`src/rtl/uart_rx_ctrl.sv`:
```
// rtl/uart_rx_ctrl.sv - UART receive FIFO, overrun/timeout tracking and irq
// Optional: UART_RX_CTRL_ERRDROP_EN drops framing-error bytes and counts them.
module uart_rx_ctrl #(
  parameter int DEPTH = 16,
  parameter int AW    = 4
) (
  input  logic          clk,
  input  logic          rst,
  input  logic [7:0]    rx_data_i,
  input  logic          rx_valid_i,
  input  logic          rx_ferr_i,
  input  logic          rx_perr_i,
  input  logic          en_i,
  input  logic          flush_i,
  input  logic          pop_i,
  input  logic [AW:0]   thresh_i,
  input  logic [15:0]   to_cycles_i,
  input  logic          clr_ovr_i,
  output logic [7:0]    rd_data_o,
  output logic          rd_ferr_o,
  output logic          rd_perr_o,
  output logic [AW:0]   level_o,
  output logic          empty_o,
  output logic          full_o,
  output logic          overrun_o,
  output logic          timeout_o,
  output logic [7:0]    ferr_cnt_o,
  output logic          irq_o
);

  localparam logic [AW:0] FULL_LVL = (AW+1)'(DEPTH);

  logic [9:0]    mem_q [DEPTH];
  logic [AW-1:0] wr_ptr_q, wr_ptr_d, rd_ptr_q, rd_ptr_d;
  logic [AW:0]   level_q, level_d;
  logic          overrun_q, overrun_d, timeout_q, timeout_d;
  logic [15:0]   to_cnt_q, to_cnt_d;
  logic [7:0]    ferr_cnt_q, ferr_cnt_d;
  logic          empty, full, push_req, ferr_hit, pop_ok, push_ok, ovr_set;
  logic [9:0]    head;

  always_comb begin
    empty = (level_q == '0);
    full  = (level_q == FULL_LVL);
`ifdef UART_RX_CTRL_ERRDROP_EN
    ferr_hit = rx_valid_i & en_i & rx_ferr_i;
    push_req = rx_valid_i & en_i & ~rx_ferr_i;
`else
    ferr_hit = 1'b0;
    push_req = rx_valid_i & en_i;
`endif
    pop_ok  = pop_i & ~empty & ~flush_i;
    push_ok = push_req & ~flush_i & (~full | pop_ok);
    ovr_set = push_req & ~flush_i & full & ~pop_ok;

    wr_ptr_d = wr_ptr_q;
    rd_ptr_d = rd_ptr_q;
    level_d  = level_q;
    if (flush_i) begin
      wr_ptr_d = '0;
      rd_ptr_d = '0;
      level_d  = '0;
    end else begin
      if (push_ok) wr_ptr_d = wr_ptr_q + AW'(1);
      if (pop_ok)  rd_ptr_d = rd_ptr_q + AW'(1);
      if (push_ok && !pop_ok)      level_d = level_q + (AW+1)'(1);
      else if (pop_ok && !push_ok) level_d = level_q - (AW+1)'(1);
    end

    overrun_d = overrun_q;
    if (ovr_set)        overrun_d = 1'b1;
    else if (clr_ovr_i) overrun_d = 1'b0;

    // Idle counter only runs while data sits untouched in the FIFO.
    to_cnt_d = to_cnt_q;
    if (push_ok || pop_ok || flush_i || empty) to_cnt_d = '0;
    else if (to_cnt_q != 16'hFFFF)             to_cnt_d = to_cnt_q + 16'd1;

    timeout_d = timeout_q;
    if (flush_i || pop_ok || to_cycles_i == 16'd0)
      timeout_d = 1'b0;
    else if (!empty && !push_ok && to_cnt_q == to_cycles_i - 16'd1)
      timeout_d = 1'b1;

    ferr_cnt_d = ferr_cnt_q;
    if (ferr_hit && ferr_cnt_q != 8'hFF) ferr_cnt_d = ferr_cnt_q + 8'd1;
  end

  always_ff @(posedge clk) begin
    if (rst) begin
      wr_ptr_q   <= '0;
      rd_ptr_q   <= '0;
      level_q    <= '0;
      overrun_q  <= 1'b0;
      timeout_q  <= 1'b0;
      to_cnt_q   <= '0;
      ferr_cnt_q <= '0;
    end else begin
      wr_ptr_q   <= wr_ptr_d;
      rd_ptr_q   <= rd_ptr_d;
      level_q    <= level_d;
      overrun_q  <= overrun_d;
      timeout_q  <= timeout_d;
      to_cnt_q   <= to_cnt_d;
      ferr_cnt_q <= ferr_cnt_d;
    end
  end

  always_ff @(posedge clk) begin
    if (!rst && push_ok) mem_q[wr_ptr_q] <= {rx_perr_i, rx_ferr_i, rx_data_i};
  end

  // Storage is not reset, so the head is masked while nothing valid is held.
  assign head       = empty ? 10'd0 : mem_q[rd_ptr_q];
  assign rd_data_o  = head[7:0];
  assign rd_ferr_o  = head[8];
  assign rd_perr_o  = head[9];
  assign level_o    = level_q;
  assign empty_o    = empty;
  assign full_o     = full;
  assign overrun_o  = overrun_q;
  assign timeout_o  = timeout_q;
  assign ferr_cnt_o = ferr_cnt_q;
  assign irq_o      = ((thresh_i != '0) && (level_q >= thresh_i)) | timeout_q | overrun_q;

endmodule

```
`config.mk`:
```
export PLATFORM = sky130hd
export DESIGN_NAME = uart_rx_ctrl
export DESIGN_NICKNAME = d
export VERILOG_FILES = /design/src/rtl/uart_rx_ctrl.sv
export SDC_FILE = /design/constraint.sdc
export NUM_CORES = 1
export LEC_CHECK = 0
export BUFFER_PORTS_ARGS = -buffer_cell sky130_fd_sc_hd__buf_2
export CORE_MARGIN = 4
export CORE_UTILIZATION = 51
export DETAILED_ROUTE_END_ITERATION = 10
export PLACE_DENSITY = 0.69
export SKIP_CTS_REPAIR_TIMING = 1
export SLEW_MARGIN = 20
export SYNTH_ARGS = -nofsm -noshare
export SYNTH_HDL_FRONTEND = slang
export SYNTH_SLANG_ARGS = --single-unit
```
`constraint.sdc`:
```
create_clock -name clk -period 3.25 [get_ports clk]
set_input_delay 0.1625 -clock clk [delete_from_list [all_inputs] [get_ports clk]]
set_output_delay 0.1625 -clock clk [all_outputs]
set_load 0.02 [all_outputs]
```
==> results.md <==
- First drt pass iteration count: 5
- #FFs+latches synth: 195
- Slew @ Worst Pin: 804 ps
- Starting density of the core: 52.1%
- Leading cell type in the layout, fill and taps excluded: edfxtp_1
- Crit Path Category: reg2reg
- Combinational share of power: 6.1%
- Failing checks: negative hold slack
- TritonCTS clock tree: yes
- Vias per inst: 5.72
- Switching Power: 1.11 mW
- Number of global-route vias before repair: 4952
- Clock root cell: clkbuf_16
- Critical Path RT: 3560 ps
- Fill cells: 1250
- Post-placement cell count: 821
- XOR/XNOR Fraction of Synth Area: 4.33%
- DP Area: 9240 um^2
- Peak VDD IR: 0.419 mV
- FMAX: 341 MHz
- Worst-Skew Late Latency: 430 ps
- Final Skew: 13.4 ps
- # setup viols final: 0
- Share of flip-flops with an asynchronous set or reset: 0%
- Final WL: 17100 um
- Commonest non-fill, non-tap cells in the layout: 160 x edfxtp_1, 59 x nor2_1, 57 x buf_2, 48 x mux4_2, 33 x dfxtp_1
- DR WL/cell: 20.0 um
- Max_cap viols: 0
- Worst R2R Start: level_o[0]
- Cells on worst reg2reg path: 13
- Post-layout min period: 2930 ps
- Total CTS buffers: 17
- Sequential Power Share: 52.6%
- Type of the most critical hold path: in2reg
- CTS sink cnt: 195
- Ratio of cells with drive above 1 in the final layout: 27.3%
- Post-synth EDFFs: 160
- Post-synthesis mux area share: 13.7%
- Hold Path End: overrun_o
- Depth of the worst hold-timing path: 2
- RSZ-0062 raised after global routing: false
- CTS Buffer Depth: 2
- Synth Area in Simple Gates: 9.48%
- Largest net degree at the start of global routing: 41
- Setup TNS: 0 ps
- DRC viols: 0
- First-pass GRT wire length: 27300 um
- Worst-path fanout max: 7
- Final Cell Area: 9850 um^2
- Complex-gate fraction of the synthesized area: 3.35%
- Synth Instances: 546
- Initial antenna violation count: 0
- Synth Cell Area: 8670 um^2
- Clock power share: 41.3%
- Largest family of logic cells by synthesized area: multiplexers
- Fin crit share: 90.2%
- Drt initial violations: 377
- Rel. slew slack: 46.3%
- H-tree Lvls: 4
- Final Slew Violations: 0
- FF-to-FF setup slack: 320 ps
- # rows: 47
- Internal Pwr Total: 4.06 mW
- Capturing point of the worst reg2reg path: level_o[4]
- Fin Hold WS: -2.10 ps
- Setup crit start kind: register
- CORE AREA: 16600 um^2
- Worst Setup SP: level_o[0]
- Via count: 4878
- GPL Wtd Cong: 0.869
- Final Non-Filler Cells: 853
- GRT Residual Overflow: 0
- Worst setup EP type: register
- Syn_area_per_cell: 15.9 um^2
- Post-DP HPWL: 11800 um
- Clock Pin Slew Worst Setup and Hold Paths: 70 ps
- Sequential fraction of the synthesis area: 63.5%
- Area Overhead vs Synth: 13.7%
- Yosys warning count: 0
- Post-synthesis cell type count: 57
- WP data arrival: 3240 ps
- Sw Ratio: 21.4%
- Hold Vio Cnt, Final: 1
- Synth Area in Adders: 2.69%
- Number of routed nets with antenna violations: 0
- Gr usage total: 18.4%
- Ports: 66
- # nets final: 676
- Outcome: complete, but fails checks
- Die ar.: 19100 um^2
- Min-delay src: rst
- Die Wd: 138 um
- ANT cells: 0
- Port bufs: 57
- Leak: 3.35 nW
- Die Height: 138 um
- Pwr Density: 524 nW/um^2
- Top_reg_cell synth: edfxtp_1
-- worst max-delay path: stages, from the launching register on --
cell     delay (ps)
dfxtp_1         390
or4_1           670
o21ai_2         190
nor2_1           80
inv_1            80
ha_1            130
inv_1           100
fa_1            420
a21o_1          170
a21oi_1         160
xnor2_1         140
nand2_1          80
xor2_1          150
nor2_1           50
-- power by group through the flow --
| stage | Sequential [mW] | Clock [mW] | Combinational [mW] |
|---|---|---|---|
| floorplan | 2.77 | 0 | 0.203 |
| global placement | 2.77 | 0 | 0.307 |
| detailed placement | 2.77 | 0 | 0.317 |
| CTS | 2.71 | 2.17 | 0.319 |
| global route | 2.71 | 2.28 | 0.347 |
| finish | 2.71 | 2.13 | 0.315 |
-- Yosys cell counts, types with 3 or more instances --
master	instances	area, um^2
mux4_2	48	1080
nand4_1	10	62.6
a31oi_1	3	18.8
dfxtp_1	35	701
nor2b_1	12	75.1
edfxtp_1	160	4800
a21oi_1	13	65.1
nor4_1	4	25.0
clkbuf_1	7	26.3
a21o_1	6	45.0
o21ai_0	3	15.0
mux2i_1	4	40.0
and2_1	3	18.8
nor3_1	7	35.0
or3_1	3	18.8
nand3_1	6	30.0
xor2_1	14	123
buf_2	7	35.0
nand2_1	21	78.8
buf_6	6	67.6
ha_1	17	213
a311oi_1	3	26.3
and3_1	6	37.5
nor2_1	59	221
inv_1	15	56.3
buf_4	8	60.1
xnor2_1	27	236
-- flip-flops by register name, indices dropped and copies added, names as in the netlist, named ones only --
register / cells
overrun_o: 1
wr_ptr_q: 4
timeout_o: 1
to_cnt_q: 16
mem_q: 160
level_o: 5
rd_ptr_q: 4
-- routing by layer --
layer	vias to the layer above	global-route usage (%)	part of all wire [%]
met5	-	0	0
met4	0	5.77	1.6
met3	18	3.56	5.0
met2	145	31.2	51
met1	2478	24.2	42
li1	2237	-	-
-- area by class of cell --
| cell class | count | area, um^2 | share of cell area (%) |
|---|---|---|---|
| Tap cell | 220 | 275 | 2.79 |
| Inverter | 15 | 56.3 | 0.571 |
| Timing Repair Buffer | 78 | 468 | 4.75 |
| Clock buffer | 18 | 429 | 4.36 |
| Sequential cell | 195 | 5510 | 55.9 |
| Multi-Input combinational cell | 313 | 2940 | 29.8 |
| Clock inverter | 14 | 181 | 1.84 |
-- how the worst max path moves through the flow --
| stage | to | slack (ps) | cells past startpoint |
|---|---|---|---|
| after floorplan | level_o[4] | 370 | 13 |
| after global placement | level_o[4] | 420 | 13 |
| after detailed placement | level_o[4] | 350 | 13 |
| after CTS | level_o[4] | 330 | 13 |
| after global routing | level_o[4] | 40 | 13 |
| final | level_o[4] | 320 | 13 |
-- kinds of logic (layout without fill, tap and decap cells) --
kind of cell,count (synthesis),count (layout)
XOR/XNOR,42,42
buffers and inverters,45,125
multiplexers,55,55
adder cells (fa/ha/maj),18,18
other,1,8
flip-flops,195,195
AND/OR/NAND/NOR,149,149
AO/OA/AOI/OAI,41,41
-- through the flow --
step | setup WS [ps] | hold slack [ps] | util (%) | power (mW)
after global placement | 418 | 413 | 55.5 | 3.08
after detailed placement | 351 | 435 | 55.5 | 3.09
after CTS | 328 | -21.3 | 59.2 | 5.20
final | 319 | -2.10 | 59.2 | 5.16
after floorplan | 366 | 232 | - | 2.97
after global routing | 37.9 | 1.46 | 59.2 | 5.34
(Power assumes the default switching activity.)
